--- src/rtl/fp_mul_issue.sv ---
// fp_mul_issue: operand issue FIFO in front of the combinational FP32 multiplier.
// Each operand pair is classified as it is written; pairs whose product is
// fixed by special-case rules carry a bypass flag and value through the FIFO.
// Optional build macro FP_MUL_ISSUE_STATS_EN adds push/bypass counters.
module fp_mul_issue #(
  parameter int DEPTH        = 4,
  parameter int FLUSH_DENORM = 1
) (
  input  logic                     clk,
  input  logic                     reset,
  input  logic                     in_valid,
  output logic                     in_ready,
  input  logic [31:0]              in_a,
  input  logic [31:0]              in_b,
  output logic                     out_valid,
  input  logic                     out_ready,
  output logic [31:0]              a,
  output logic [31:0]              b,
  output logic                     bypass,
  output logic [31:0]              bypass_val,
  output logic [$clog2(DEPTH):0]   count
`ifdef FP_MUL_ISSUE_STATS_EN
  ,
  output logic [31:0]              push_cnt,
  output logic [31:0]              bypass_cnt
`endif
);

  localparam int AW = $clog2(DEPTH);
  localparam int CW = AW + 1;
  localparam int EW = 97;  // {a, b, bypass, bypass_val}
  localparam logic [CW-1:0] FULL = CW'(DEPTH);
  localparam logic [31:0] QNAN = 32'h7FC0_0000;

  logic [EW-1:0] mem [DEPTH];
  logic [AW-1:0] wr_ptr_reg, rd_ptr_reg, rd_ptr_next;
  logic [CW-1:0] count_reg, count_next;
  logic [31:0]   a_reg, b_reg, bypass_val_reg;
  logic          bypass_reg;
  logic          push, pop, head_from_in;
  logic [EW-1:0] in_entry, head_next;

  // Write-side classification of each operand
  logic a_nan, a_inf, a_zero, b_nan, b_inf, b_zero, prod_sign;
  logic        in_bypass;
  logic [31:0] in_bypass_val;

  assign a_nan  = (in_a[30:23] == 8'hFF) && (in_a[22:0] != 23'h0);
  assign a_inf  = (in_a[30:23] == 8'hFF) && (in_a[22:0] == 23'h0);
  assign a_zero = (in_a[30:23] == 8'h00) && ((in_a[22:0] == 23'h0) || (FLUSH_DENORM != 0));
  assign b_nan  = (in_b[30:23] == 8'hFF) && (in_b[22:0] != 23'h0);
  assign b_inf  = (in_b[30:23] == 8'hFF) && (in_b[22:0] == 23'h0);
  assign b_zero = (in_b[30:23] == 8'h00) && ((in_b[22:0] == 23'h0) || (FLUSH_DENORM != 0));
  assign prod_sign = in_a[31] ^ in_b[31];

  // Special-case product selection in priority order (NaN first)
  always_comb begin
    in_bypass     = 1'b0;
    in_bypass_val = 32'h0;
    if (a_nan || b_nan) begin
      in_bypass     = 1'b1;
      in_bypass_val = QNAN;
    end else if ((a_inf && b_zero) || (a_zero && b_inf)) begin
      in_bypass     = 1'b1;
      in_bypass_val = QNAN;
    end else if (a_inf || b_inf) begin
      in_bypass     = 1'b1;
      in_bypass_val = {prod_sign, 8'hFF, 23'h0};
    end else if (a_zero || b_zero) begin
      in_bypass     = 1'b1;
      in_bypass_val = {prod_sign, 31'h0};
    end
  end

  assign in_entry  = {in_a, in_b, in_bypass, in_bypass_val};
  assign in_ready  = !reset && (count_reg != FULL);
  assign out_valid = (count_reg != '0);
  assign push      = in_valid && in_ready;
  assign pop       = out_valid && out_ready;

  assign rd_ptr_next = pop ? rd_ptr_reg + AW'(1) : rd_ptr_reg;
  // The new head is the incoming pair when nothing older remains after this edge
  assign head_from_in = push && ((count_reg == '0) || (pop && count_reg == CW'(1)));
  assign head_next    = head_from_in ? in_entry : mem[rd_ptr_next];

  // Occupancy update
  always_comb begin
    count_next = count_reg;
    case ({push, pop})
      2'b10:   count_next = count_reg + CW'(1);
      2'b01:   count_next = count_reg - CW'(1);
      default: count_next = count_reg;
    endcase
  end

  // Storage array write port (no reset so it maps onto RAM)
  always_ff @(posedge clk) begin
    if (push) mem[wr_ptr_reg] <= in_entry;
  end

  // Pointers, occupancy and registered head outputs
  always_ff @(posedge clk or posedge reset) begin
    if (reset) begin
      wr_ptr_reg     <= '0;
      rd_ptr_reg     <= '0;
      count_reg      <= '0;
      a_reg          <= 32'h0;
      b_reg          <= 32'h0;
      bypass_reg     <= 1'b0;
      bypass_val_reg <= 32'h0;
    end else begin
      if (push) wr_ptr_reg <= wr_ptr_reg + AW'(1);
      rd_ptr_reg <= rd_ptr_next;
      count_reg  <= count_next;
      // When the FIFO goes empty the last head value is held
      if (count_next != '0) begin
        {a_reg, b_reg, bypass_reg, bypass_val_reg} <= head_next;
      end
    end
  end

  assign a          = a_reg;
  assign b          = b_reg;
  assign bypass     = bypass_reg;
  assign bypass_val = bypass_val_reg;
  assign count      = count_reg;

`ifdef FP_MUL_ISSUE_STATS_EN
  logic [31:0] push_cnt_reg, bypass_cnt_reg;

  // Traffic counters, wrapping at 2^32
  always_ff @(posedge clk or posedge reset) begin
    if (reset) begin
      push_cnt_reg   <= 32'h0;
      bypass_cnt_reg <= 32'h0;
    end else begin
      if (push)              push_cnt_reg   <= push_cnt_reg + 32'd1;
      if (pop && bypass_reg) bypass_cnt_reg <= bypass_cnt_reg + 32'd1;
    end
  end

  assign push_cnt   = push_cnt_reg;
  assign bypass_cnt = bypass_cnt_reg;
`endif

endmodule

--- config.mk ---
export PLATFORM = sky130hd
export DESIGN_NAME = fp_mul_issue
export DESIGN_NICKNAME = d
export VERILOG_FILES = /design/src/rtl/fp_mul_issue.sv
export SDC_FILE = /design/constraint.sdc
export NUM_CORES = 1
export LEC_CHECK = 0
export ABC_CLOCK_PERIOD_IN_PS = 4000
export BUFFER_PORTS_ARGS = -buffer_cell sky130_fd_sc_hd__buf_2
export CELL_PAD_IN_SITES_DETAIL_PLACEMENT = 1
export CELL_PAD_IN_SITES_GLOBAL_PLACEMENT = 1
export CORE_MARGIN = 1
export CORE_UTILIZATION = 48
export DETAILED_ROUTE_END_ITERATION = 12
export PLACE_DENSITY = 0.89
export SYNTH_ARGS = -nofsm -noshare
export SYNTH_HDL_FRONTEND = slang
export SYNTH_SLANG_ARGS = --single-unit
--- constraint.sdc ---
create_clock -name clk -period 4 [get_ports clk]
set_input_delay 0.6 -clock clk [delete_from_list [all_inputs] [get_ports clk]]
set_output_delay 0.6 -clock clk [all_outputs]
set_load 0.05 [all_outputs]
Word-level counts from Yosys, hierarchy flattened. Memories as Yosys holds them, arrays and structs flattened. Index checks and enable logic that the tools add are counted.

Reduce and logical (&&, ||, !) cells: 26. Bitwise logic cells: 1. Equality and inequality tests: 6. Muxes and demuxes: 13. $add $sub $neg: 4.

Operators with widths (number): 2-to-1 mux 32 bit (4); 2-to-1 mux 97 bit (1); logical NOT 23 bit (2); nonzero test 23 bit (2); equality test 8 bit, second input constant (2); logical NOT 8 bit (2); logical AND 1 bit (11); 2-to-1 mux 1 bit (6); case mux 3 bit (2 select lines) (1); nonzero test 3 bit (2); logical OR 1 bit (5); adder 2 x 1 -> 2 bit, second input constant (2); adder 3 x 1 -> 3 bit, second input constant (1); equality test 3 x 1 -> 1 bit, second input constant (1); logical NOT 3 bit (1); != test 3 bit, second input constant (1); subtractor 3 x 1 -> 3 bit, second input constant (1); equality test 2 x 1 -> 1 bit, second input constant (1); equality test 2 bit, second input constant (1); 2-to-1 mux 2 bit (1); logical NOT 1 bit (1); bitwise XOR 1 bit (1).

Output and inout bits: 102. RAM bits: 388. Input bits: 68. Logic and storage cells: 58. Register bits after elaboration: 104. Memories: 1.

Memories: mem (depth 4, bits a word 97, read ports 1, clocked after memory_dff 0, write ports 1, line 35) `logic [EW-1:0] mem [DEPTH];`.

Logic depth before layout (Yosys ltp). Gate-level depths: netlist (run 1).

Depth after elaboration: 7. Depth in mapped cells: 16. Depth with buffers taken out: 13.

Worst setup path after synthesis (run 1). No wires, ideal clock.

Kind: reg-to-reg. Start point: register count_reg[0], in the netlist count[0]. End point: memory mem[0][22], enable pin. Stages on the path, launching flop included: 5. Clock period less this slack: 4.194 ns. Arrival: 3.760 ns. Buffers on the path: 0. Setup time: 0.434 ns. Setup slack: -0.194 ns. Data required time: 3.566 ns. Cells stage by stage: dfrtp_1 -> inv_1 -> ha_1 -> a21oi_1 -> and3_1.

Word-level cells in the longest chain between the ends: 5.

Ends and longest elaborated chain: start: declaration (line 37) `logic [CW-1:0] count_reg, count_next;`; start signal: assignment (line 114) `count_reg <= count_next;`; != test 3 bit (line 76) `assign in_ready = !reset && (count_reg != FULL);`; logical AND 1 bit (line 76); named net in_ready (line 12) `output logic in_ready,`; logical AND 1 bit (line 78) `assign push = in_valid && in_ready;`; 2-to-1 mux 1 bit (line 98) `if (push) mem[wr_ptr_reg] <= in_entry;`; 2-to-1 mux 1 bit (not written as such) (line 98); end: declaration (line 35).

The timed path passes the listed nets, and every way through them passes these cells.

Worst setup path after layout (run 1).
Start point: register count_reg[0], in the netlist count[0]. End point: register b_reg[30], in the netlist b[30].

Word-level cells in the longest chain between the ends: 6. Elaborated cells between the ends (all ways): 19. Classes of those cells: add/sub: 2; eq/ne: 4; mux: 3; reduce/logical: 9; memory: 1.

Ends and longest elaborated chain: != test 3 bit (line 76); logical AND 1 bit (line 76); logical AND 1 bit (line 78); equality test 2 x 1 -> 1 bit or equality test 2 bit (tied branches) (line 89) `case ({push, pop})`; case mux 3 bit (2 select lines) * (line 89); named net count_next[2] (line 37); nonzero test 3 bit * (line 116) `if (count_next != '0) begin`; end signal: assignment (line 117) `{a_reg, b_reg, bypass_reg, bypass_val_reg} <= head_next;`; end: declaration (line 38) `logic [31:0] a_reg, b_reg, bypass_val_reg;`.

The timed path passes the listed nets; every way through them passes the cells marked *. A chain may end at the register's enable or synchronous reset.

==> impl_metrics.yaml, run 1 <==
status:
  status: "finished clean"
route:
  antenna_left: 0
  postRouteWirelength_mm: 42.54
  firstDrtPassIters: 5
  wire_per_inst_um: 25.80
  first_iter_violations: 1023
  via_per_inst: 6.359
  vias: 10486
  route.detailed.drc: 0
global_route:
  first_global_vias: 11093
  antenna_found_initial: 4
  grt_pass1_wl_mm: 64.89
  grt_max_degree: 133
  overflow: 0
  grt.total_usage_pct: 27.44
clock_network:
  clkLatencyLatePin_ns: 0.52
  clock_path_buffers: 3
  cts_resized: 0
  numCtsBuffers: 37
  htreeDepth: 2
  clock_sinks: 347
  cts_hold_buf: 0
  cts-root-buf: "clkbuf_16"
  clkTransAtPathRegs_ns: 0.06
  cts_tree: "yes"
  cts_setup_buffers: 0
worst_setup_path:
  cp_cell_sequence: "inv_1 -> ha_1 -> nor2b_4 -> inv_2 -> nand2_2 -> inv_1 -> ha_1 -> o31ai_1 -> o31ai_1 -> nor3_2 -> buf_4 -> buf_4 -> nand2_1 -> o21ai_1"
  slowest_stage: "dfrtp_1"
  slowest_delay_ns: 0.43
  required_ns: 4.43
  endpoint_kind: "flip-flop"
  worstSetupPathType: "reg2reg"
  crit_fanout: 24
  arrival_ns: 3.94
  critPathLaunchType: "flip-flop"
placement:
  place_ws_ns: 0.5363
  hpwl_mm: 24.96
  numPortBuffers: 147
  dp_cells: 1578
  gp_congestion: 0.8094
  postPlaceCellArea_sq_mm: 0.01572
timing:
  hold_viol: 0
  setup_tns_ns: 0
  hold_slack_ns: 0.1567
  setup_violations: 0
  grt_setup_unrepaired: "false"
  setup_ws_ns: 0.4843
  tightest_slew_ns: 0.9113
  maxSlewHeadroom_pct: 39.24
  finalCritPeriodShare_pct: 87.89
  fin_skew_ns: 0.01505
  slew_viol_final: 0
  fmax_mhz: 284.4
  fin_crit_ns: 3.516
logic_synthesis:
  syn-mean-instance-area_sq_um: 13.17
  synth_edf_count: 272
  async_flop_share_pct: 21.61
  ys_types: 47
  syn-instance-count: 1115
  ys_seq_elements: 347
  yosysWarnings: 0
  ys.flop_type: "edfxtp_1"
  seq_area_frac_synth_pct: 68.42
  netlist_area_sq_mm: 0.01468
floorplan:
  die_h_um: 176.9
  start_util_pct: 49.14
  coreArea_sq_mm: 0.02987
  row_count: 63
  die_area_sq_mm: 0.03129
  dieWidth_um: 176.9
  ioPinCount: 170
finish:
  final_cell_mix: "272 x edfxtp_1, 147 x buf_2, 78 x nand2_1"
  largest_reg_flops: 272
  final_core_util_pct: 56.52
  nets: 1306
  multiInputGateArea_sq_mm: 0.004086
  area_growth_pct: 15.03
  stdcell_count: 1649
  drive_gt1_share_pct: 20.00
  register_area_sq_mm: 0.01005
  layout_commonest_cell: "edfxtp_1"
  fin_area_sq_mm: 0.01689
  fillers: 2958
power:
  total_power_mw: 15.38
  ir_drop_v: 0.0004938
  p_per_area_mw_per_mm2: 911.1
  p_leak_nw: 6.059
min_path:
  holdCritPathClass: "in2async"
job:
  maxCapViolations: 0
==> per-layer routing <==
layer  vias to the layer above  global-route usage, %  wire length (um)
met2                       503                  48.07             21720
met1                      5355                  33.48             16350
met5                         -                      0                13
met3                        98                  5.133              3109
met4                         2                  10.63              1357
li1                       4528                      -                 -
==> power breakdown <==
part	leakage, nW	switching (mW)	internal (mW)
sequential	3.40	0.423	4.65
combinational	2.10	5.03	1.97
clock	0.563	1.37	1.93
total	6.06	6.83	8.56
==> cell usage after synthesis, drive strengths merged, types with 5 or more instances <==
| library cell | instances | area share (%) |
|---|---|---|
| o31ai | 5 | 0.29 |
| dfrtp | 75 | 13 |
| ha | 11 | 0.94 |
| nor2 | 5 | 0.13 |
| nor4 | 12 | 0.61 |
| nand4 | 7 | 0.30 |
| buf | 76 | 3.1 |
| inv | 12 | 0.31 |
| edfxtp | 272 | 56 |
| nor3 | 9 | 0.31 |
| nand3 | 66 | 2.3 |
| a21oi | 67 | 2.3 |
| o21ai | 138 | 4.7 |
| a311oi | 64 | 3.8 |
| a221oi | 64 | 3.8 |
| and3 | 5 | 0.21 |
| nand2 | 79 | 2.0 |
| nor2b | 67 | 2.9 |
| clkbuf | 46 | 1.3 |
==> cell families after synthesis <==
logic type	synth area share, %
and+or+nand+nor	9.341
DFF	68.42
other	0.02554
xor gates and xnor gates	0.1193
muxes	0.6733
adders and majority gates	0.9375
AOI/OAI and AO/OA	15.79
buffers and inverters	4.688
==> critical path, delay by kind of cell, from the launching register on <==
family	cells	cell delay, ns
and+or+nand+nor	4	0.89
AOI/OAI and AO/OA	3	0.52
DFF	1	0.43
adders and majority gates	2	0.59
buffers and inverters	5	0.95
==> final cells by class <==
class / count / share of cell area [%]
Antenna cell: 4 / 0.05928
Clock buffer: 59 / 6.461
Clock inverter: 8 / 0.3853
Inverter: 12 / 0.2742
Multi-Input combinational cell: 655 / 24.20
Sequential cell: 347 / 59.51
Tap cell: 390 / 2.890
Timing Repair Buffer: 174 / 6.224
==> worst paths after layout <==
path	to	cells after the start	startpoint	slack [ns]
max	b[30]	14	count[0]	0.48
min	count[1]	2	reset	0.16
max reg2reg	b[30]	14	count[0]	0.48
min reg2reg	a[6]	2	a[6]	0.48
max in group asynchronous	a[8]	3	reset	2.68
min in group clk	mem[2][85]	1	in_a[20]	0.33
No activity file was read; power rests on OpenSTA's default activity.
==> run 2, diff against run 1 <==
--- a/config.mk
+++ b/config.mk
@@ -10,9 +10,10 @@
 export CELL_PAD_IN_SITES_DETAIL_PLACEMENT = 1
 export CELL_PAD_IN_SITES_GLOBAL_PLACEMENT = 1
 export CORE_MARGIN = 1
-export CORE_UTILIZATION = 48
+export CORE_UTILIZATION = 50
+export CTS_BUF_LIST = sky130_fd_sc_hd__clkbuf_2 sky130_fd_sc_hd__clkbuf_4 sky130_fd_sc_hd__clkbuf_8
 export DETAILED_ROUTE_END_ITERATION = 12
-export PLACE_DENSITY = 0.89
+export PLACE_DENSITY = 0.92
 export SYNTH_ARGS = -nofsm -noshare
 export SYNTH_HDL_FRONTEND = slang
 export SYNTH_SLANG_ARGS = --single-unit
==> run 2 against run 1 <==
Non-clock buffer count is 4 lower. Power is 0.91% lower. Combinational power is 1% lower. Highest routed layer unchanged.
==> impl_metrics.yaml, run 2 (same netlist as run 1, synthesis figures left out) <==
clock_network:
  clock_path_buffers: 3
  numCtsBuffers: 56
  cts_setup_buffers: 0
  cts_tree: "yes"
  clkLatencyLatePin_ns: 0.60
  htreeDepth: 2
  cts_hold_buf: 0
  cts_resized: 0
  clkTransAtPathRegs_ns: 0.06
  clock_sinks: 347
  cts-root-buf: "clkbuf_8"
power:
  total_power_mw: 15.25
  p_leak_nw: 6.112
  p_per_area_mw_per_mm2: 905.1
  ir_drop_v: 0.0005242
finish:
  final_cell_mix: "272 x edfxtp_1, 147 x buf_2, 78 x nand2_1"
  layout_commonest_cell: "edfxtp_1"
  drive_gt1_share_pct: 23.43
  area_growth_pct: 14.74
  nets: 1321
  largest_reg_flops: 272
placement:
  hpwl_mm: 24.85
  place_ws_ns: 0.4084
  numPortBuffers: 147
  gp_congestion: 0.8154
floorplan:
  die_area_sq_mm: 0.03005
  ioPinCount: 170
  coreArea_sq_mm: 0.02878
  row_count: 62
  dieWidth_um: 173.4
  die_h_um: 173.4
  start_util_pct: 51.01
timing:
  slew_viol_final: 0
  fin_skew_ns: 0.02875
  grt_setup_unrepaired: "false"
  fin_crit_ns: 3.649
  setup_violations: 0
  finalCritPeriodShare_pct: 91.22
  setup_ws_ns: 0.3512
  setup_tns_ns: 0
  fmax_mhz: 274.1
  tightest_slew_ns: 1.167
  maxSlewHeadroom_pct: 22.21
  hold_viol: 0
route:
  firstDrtPassIters: 5
  wire_per_inst_um: 25.74
  route.detailed.drc: 0
  postRouteWirelength_mm: 43.16
  first_iter_violations: 1212
  via_per_inst: 6.399
  vias: 10731
  antenna_left: 0
worst_setup_path:
  startpoint: "count[0]"
  crit_fanout: 71
  critPathLaunchType: "flip-flop"
  worstSetupPathType: "reg2reg"
  required_ns: 4.50
  r2r_start: "count[0]"
  endpoint_kind: "flip-flop"
  arrival_ns: 4.15
global_route:
  grt.total_usage_pct: 28.72
  antenna_found_initial: 5
  overflow: 0
  first_global_vias: 11389
  grt_pass1_wl_mm: 66.56
  grt_max_degree: 133
min_path:
  holdCritPathClass: "in2async"
status:
  status: "finished clean"
job:
  maxCapViolations: 0
==> run 2: path summary, 6_finish.rpt <==
path / endpoint / slack [ns] / cells past startpoint
worst min-delay path: wr_ptr_reg[1] / 0.04 / 2
min in group clk: mem[1][76] / 0.24 / 1
worst max-delay path: b[28] / 0.35 / 14
max in group asynchronous: rd_ptr_reg[1] / 2.74 / 3
worst min register to register: b[11] / 0.48 / 2
worst max register to register: b[28] / 0.35 / 14
==> run 2: cell type report <==
class | count | area (sq um)
Fill cell | 2892 | 11940
Sequential cell | 347 | 10050
Multi-Input combinational cell | 655 | 4086
Clock buffer | 96 | 1159
Timing Repair Buffer | 170 | 958.4
Tap cell | 384 | 480.5
Clock inverter | 9 | 55.05
Inverter | 12 | 46.29
Antenna cell | 4 | 10.01
==> run 2: power by group <==
| part | switching [mW] | internal, mW |
|---|---|---|
| logic | 5.05 | 1.88 |
| registers | 0.415 | 4.65 |
| clock network | 1.43 | 1.82 |
==> run 2: per-layer routing <==
layer / wire length (um) / part of all wire (%) / up-vias / GRT usage (%)
met5: 23 / 0.053 / - / 0
met4: 1745 / 4.0 / 4 / 14.53
met3: 2944 / 6.8 / 126 / 4.956
met2: 21840 / 51 / 583 / 49.10
met1: 16610 / 38 / 5457 / 35.20
li1: - / - / 4561 / -
==> run 2: worst max-delay path: stages (launching register included) <==
cell and delay (ns):
dfrtp_1 0.44, inv_1 0.11, ha_1 0.20, nor2b_4 0.32, inv_2 0.14, nand2_2 0.18, inv_1 0.17, ha_1 0.39
o31ai_1 0.26, o31ai_1 0.15, nor3_2 0.30, buf_12 0.31, buf_4 0.35, nand2_1 0.12, o21ai_1 0.09
==> run 2: per-stage QoR <==
step	area (sq um)	cells	util [%]	hold slack, ns
2_1_floorplan	14760	1136	-	0.5796
3_3_place_gp	15620	1568	54.27	0.4570
3_5_place_dp	15620	1568	54.27	0.4705
4_1_cts	16830	1673	58.49	0.03765
5_1_grt	16840	1675	58.51	0.05989
6_report	16840	1677	58.53	0.04050
